<file path="config.mk">
export PLATFORM = sky130hd
export DESIGN_NAME = cbus_arbiter
export DESIGN_NICKNAME = d
export VERILOG_FILES = /design/src/rtl/cbus_arbiter.sv
export SDC_FILE = /design/constraint.sdc
export NUM_CORES = 1
export LEC_CHECK = 0
export BUFFER_PORTS_ARGS = -buffer_cell sky130_fd_sc_hd__buf_2
export CAP_MARGIN = 5
export CORE_AREA = 2 2 129 131
export DETAILED_ROUTE_END_ITERATION = 8
export DIE_AREA = 0 0 131 133
export HOLD_SLACK_MARGIN = 0.06
export PLACE_DENSITY = 0.49
export SETUP_SLACK_MARGIN = 0.1
export SYNTH_ARGS = -nofsm -noshare
export SYNTH_HDL_FRONTEND = slang
export SYNTH_SLANG_ARGS = --single-unit
</file>
<file path="constraint.sdc">
create_clock -name clk -period 5.27 [get_ports clk]
set_input_delay 0.527 -clock clk [delete_from_list [all_inputs] [get_ports clk]]
set_output_delay 0.527 -clock clk [all_outputs]
set_load 0.02 [all_outputs]
</file>
<file path="src/rtl/cbus_arbiter.sv">
// Round-robin arbiter granting the shared memory-side cache bus to one refill/writeback
// master for a whole burst, with response steering and burst-length checking.
package cbus_pkg;
  typedef struct packed {
    logic        valid;
    logic        is_write;
    logic [2:0]  size;
    logic [31:0] addr;
    logic [3:0]  strobe;
    logic [31:0] data;
    logic [3:0]  len;
  } cbus_req_t;

  typedef struct packed {
    logic        ready;
    logic        last;
    logic [31:0] data;
  } cbus_resp_t;
endpackage

module cbus_arbiter
  import cbus_pkg::*;
#(
  parameter int NUM_REQ  = 2,
  parameter int SEL_BITS = $clog2(NUM_REQ)
) (
  input  logic                       clk,
  input  logic                       reset,
  input  cbus_req_t  [NUM_REQ-1:0]   ireqs,
  output cbus_resp_t [NUM_REQ-1:0]   iresps,
  output cbus_req_t                  oreq,
  input  cbus_resp_t                 oresp,
  output logic                       busy,
  output logic [SEL_BITS-1:0]        grant_idx,
  output logic                       len_err
);

  typedef enum logic [0:0] {IDLE = 1'b0, BUSY = 1'b1} state_e;

  state_e              state_q, state_d;
  logic [SEL_BITS-1:0] sel_q, sel_d;
  logic [SEL_BITS-1:0] ptr_q, ptr_d;
  logic [4:0]          beat_cnt_q, beat_cnt_d;
  logic [3:0]          len_q, len_d;
  logic                len_err_q, len_err_d;

  logic                found_s;
  logic [SEL_BITS-1:0] win_s;
  logic [SEL_BITS:0]   cand_s;
  logic [SEL_BITS-1:0] idx_s;

  // Scan from ptr upward with wrap; one extra bit keeps ptr+k from overflowing before the modulo.
  always_comb begin
    found_s = 1'b0;
    win_s   = '0;
    cand_s  = '0;
    idx_s   = '0;
    for (int k = 0; k < NUM_REQ; k++) begin
      cand_s = {1'b0, ptr_q} + (SEL_BITS+1)'(k);
      if (cand_s >= (SEL_BITS+1)'(NUM_REQ)) begin
        cand_s = cand_s - (SEL_BITS+1)'(NUM_REQ);
      end else begin
        cand_s = cand_s;
      end
      idx_s = cand_s[SEL_BITS-1:0];
      if (!found_s && ireqs[idx_s].valid) begin
        found_s = 1'b1;
        win_s   = idx_s;
      end else begin
        found_s = found_s;
      end
    end
  end

  always_comb begin
    state_d    = state_q;
    sel_d      = sel_q;
    ptr_d      = ptr_q;
    beat_cnt_d = beat_cnt_q;
    len_d      = len_q;
    len_err_d  = len_err_q;
    case (state_q)
      IDLE: begin
        if (found_s) begin
          state_d    = BUSY;
          sel_d      = win_s;
          len_d      = ireqs[win_s].len;
          beat_cnt_d = 5'd0;
          ptr_d      = (win_s == SEL_BITS'(NUM_REQ-1)) ? '0 : win_s + SEL_BITS'(1);
        end else begin
          state_d = IDLE;
        end
      end
      BUSY: begin
        if (oresp.ready) begin
          beat_cnt_d = (beat_cnt_q != 5'd31) ? beat_cnt_q + 5'd1 : beat_cnt_q;
          if (oresp.last) begin
            state_d = IDLE;
            // beat_cnt_q counts beats before this last one, matching the beats-1 len encoding.
            if (beat_cnt_q != {1'b0, len_q}) begin
              len_err_d = 1'b1;
            end else begin
              len_err_d = len_err_q;
            end
          end else begin
            state_d = BUSY;
          end
        end else begin
          state_d = BUSY;
        end
      end
      default: state_d = IDLE;
    endcase
  end

  always_ff @(posedge clk or posedge reset) begin
    if (reset) begin
      state_q    <= IDLE;
      sel_q      <= '0;
      ptr_q      <= '0;
      beat_cnt_q <= 5'd0;
      len_q      <= 4'd0;
      len_err_q  <= 1'b0;
    end else begin
      state_q    <= state_d;
      sel_q      <= sel_d;
      ptr_q      <= ptr_d;
      beat_cnt_q <= beat_cnt_d;
      len_q      <= len_d;
      len_err_q  <= len_err_d;
    end
  end

  // Request and response paths are combinational so write data and read beats pass with no delay.
  always_comb begin
    oreq   = '0;
    iresps = '0;
    if (state_q == BUSY) begin
      oreq          = ireqs[sel_q];
      iresps[sel_q] = oresp;
    end else begin
      oreq   = '0;
      iresps = '0;
    end
  end

  assign busy      = (state_q == BUSY);
  assign grant_idx = sel_q;
  assign len_err   = len_err_q;

endmodule

</file>
==> reports/metrics.yaml <==
status: "completed"
syn-num-nets: 501
die_w_um: 131
wirelength_um: 11700
fin_tns_setup_ns: 0
hpwl_um: 9590
p_clk_share_pct: 12.0
first_pass_iters: 4
slew_headroom_pct: 30.6
fin_cells: 848
cts_buffers: 3
min_period_ns: 2.79
ioPinCount: 338
grt_usage_pct: 11.7
path_max_fanout: 40
design_area_um2: 4210
worst-setup-path-type: "reg -> out"
start_util_pct: 14.2
vdd.ir_drop.worst_mv: 0.133
ant_nets: 0
combinationalPowerShare_pct: 72.8
finalClockSkew_ns: 0.00103
drt-vias-per-instance: 3.96
seqPwrFrac_pct: 15.2
cp-start-kind: "flip-flop"
drt-initial-drc-count: 107
io_buffers: 337
finalHoldViolations: 0
r2r_slack_ns: 3.32
grt_pass1_wl_um: 16300
grt_pass1_vias: 3107
nets: 819
post-place-ws_ns: 2.67
cap_violations: 0
finalHoldWorstSlack_ns: 0.319
ys_seq_area_share_pct: 14.2
yosys_warnings: 0
cts_tree: "yes"
final_core_util_pct: 26.1
remaining_drc_errors: 0
dieArea_um2: 17400
placed_area_um2: 4130
ys_seq_elements: 13
avgSynthCellArea_um2: 7.41
worst_r2r_endpoint: "len_q[3]"
post_cts_buffers: 0
cts.sinks: 13
netlist_area_um2: 2290
gp_congestion: 0.787
power.total_mw: 1.17
hp-class: "in -> async"
clkLatencyLatePin_ns: 0.24
post_cts_resized: 0
dpl.cell_count: 842
worstSetupEndpointType: "output port"
clk_pin_slew_ns: 0.04
crit_arrival_ns: 2.26
rsz0062_at_grt: "no"
drive_above_1_share_pct: 56.2
dr_total_vias: 3359
grt_overflow: 0
p_int_uw: 569
swShare_pct: 51.2
power_density_nw_per_um2: 277
fmax_mhz: 358
rows: 47
grt_max_degree: 80
die_y_um: 133
drv_slew: 0
coreArea_um2: 16200
rr_worst_depth: 5
timing.rr.start: "busy"
ys_types: 31
post-route-period-util_pct: 53.0
switchingPower_uw: 597
syn_inst: 309
critPathRequiredTime_ns: 4.74
max-clock-path-buffers: 2
post_cts_hold_buffer_count: 0
p_leak_nw: 2.61
cts-root-buf: "clkbuf_16"
cts_htree_levels: 1
antenna_found_initial: 1
setup_violations: 0
tightest_slew_ns: 1.04
setup_slack_ns: 2.48
wl_per_cell_um: 13.8
syn_to_final_growth_pct: 84.0
synthesized netlist by cell type:
master | number | share of area [%]
mux2i_1 | 77 | 34
xor2_1 | 5 | 1.9
dfrtp_1 | 13 | 14
buf_2 | 6 | 1.3
nand2_1 | 1 | 0.16
a221o_2 | 4 | 2.0
a22o_1 | 2 | 0.77
nand3b_1 | 1 | 0.33
and3_1 | 36 | 9.8
o21bai_1 | 1 | 0.33
a2bb2oi_1 | 1 | 0.38
buf_4 | 1 | 0.33
o21ai_0 | 2 | 0.44
buf_6 | 5 | 2.5
or3_1 | 1 | 0.27
clkbuf_2 | 1 | 0.22
and2_1 | 39 | 11
nor2_2 | 1 | 0.27
a211oi_1 | 1 | 0.33
inv_2 | 1 | 0.16
clkbuf_1 | 15 | 2.5
ha_1 | 2 | 1.1
nor2_1 | 81 | 13
inv_1 | 2 | 0.33
nand3_1 | 2 | 0.44
a21o_1 | 1 | 0.33
nor3_1 | 2 | 0.44
nand4b_1 | 1 | 0.38
a21o_2 | 1 | 0.38
a21oi_1 | 2 | 0.44
o211a_1 | 1 | 0.44
cell type report:
| type | instances | area, um2 |
|---|---|---|
| multi-input cells | 265 | 1800 |
| flip-flops and latches | 13 | 329 |
| repair buffers | 341 | 1720 |
| fillers | 1790 | 12000 |
| diodes | 2 | 5.00 |
| inverters | 3 | 11.3 |
| well taps | 220 | 275 |
| clock buffers | 4 | 78.8 |
layout by cell type (no fill, tap or decap), types with 2 or more instances in the layout:
| cell type | netlist | final |
|---|---|---|
| a22o_1 | 2 | 2 |
| a221o_2 | 4 | 4 |
| nand3_1 | 2 | 2 |
| o21ai_0 | 2 | 2 |
| and2_1 | 39 | 39 |
| clkbuf_16 | 0 | 3 |
| inv_1 | 2 | 2 |
| a21oi_1 | 2 | 2 |
| mux2i_1 | 77 | 77 |
| xor2_1 | 5 | 5 |
| nor2_1 | 81 | 81 |
| ha_1 | 2 | 2 |
| and3_1 | 36 | 36 |
| diode_2 | 0 | 2 |
| dfrtp_1 | 13 | 12 |
| buf_4 | 1 | 4 |
| buf_2 | 6 | 337 |
| nor3_1 | 2 | 2 |
worst max path at each step:
stage / startpoint / endpoint / slack [ns] / cells after the start
after global placement: grant_idx / iresps[29] / 2.69 / 3
after global routing: grant_idx / iresps[24] / 2.28 / 3
after CTS: grant_idx / iresps[8] / 2.41 / 3
after floorplan: grant_idx / oreq[21] / 3.42 / 5
final: grant_idx / iresps[25] / 2.48 / 3
after detailed placement: grant_idx / iresps[29] / 2.67 / 3
flip-flops by register name, summed over array words and instances, names as in the netlist:
register	cells
beat_cnt_q	5
len_q	4
busy	1
grant_idx	1
len_err	1
ptr_q	1
cell families after synthesis:
family | share of synthesized area (%)
buffers and inverters | 7.27
adders and majority gates | 1.09
DFF | 14.2
and+or+nand+nor | 36.1
AOI/OAI and AO/OA | 5.79
muxes | 33.7
xor gates and xnor gates | 1.91
critical path, cell delays in order (launching register included):
cell and delay [ns]:
dfrtp_4 0.71, nor2_2 0.89, and2_1 0.24, buf_2 0.17
power by group through the flow:
stage | clock network (mW) | logic (mW) | registers [mW]
6_report | 0.140 | 0.849 | 0.177
5_1_grt | 0.147 | 0.918 | 0.184
4_1_cts | 0.143 | 0.859 | 0.178
3_5_place_dp | 0 | 0.854 | 0.180
3_3_place_gp | 0 | 0.859 | 0.179
2_1_floorplan | 0 | 0.597 | 0.149
per-layer routing:
metal  track usage (%)  vias up  share of wire, %
li1                  -     1694                 -
met5                 0        -                 0
met3              1.94        2               9.1
met1              13.8     1472                40
met4             0.650        0              0.16
met2              22.7      191                51
Note: power is estimated with default switching activity, not from simulation.
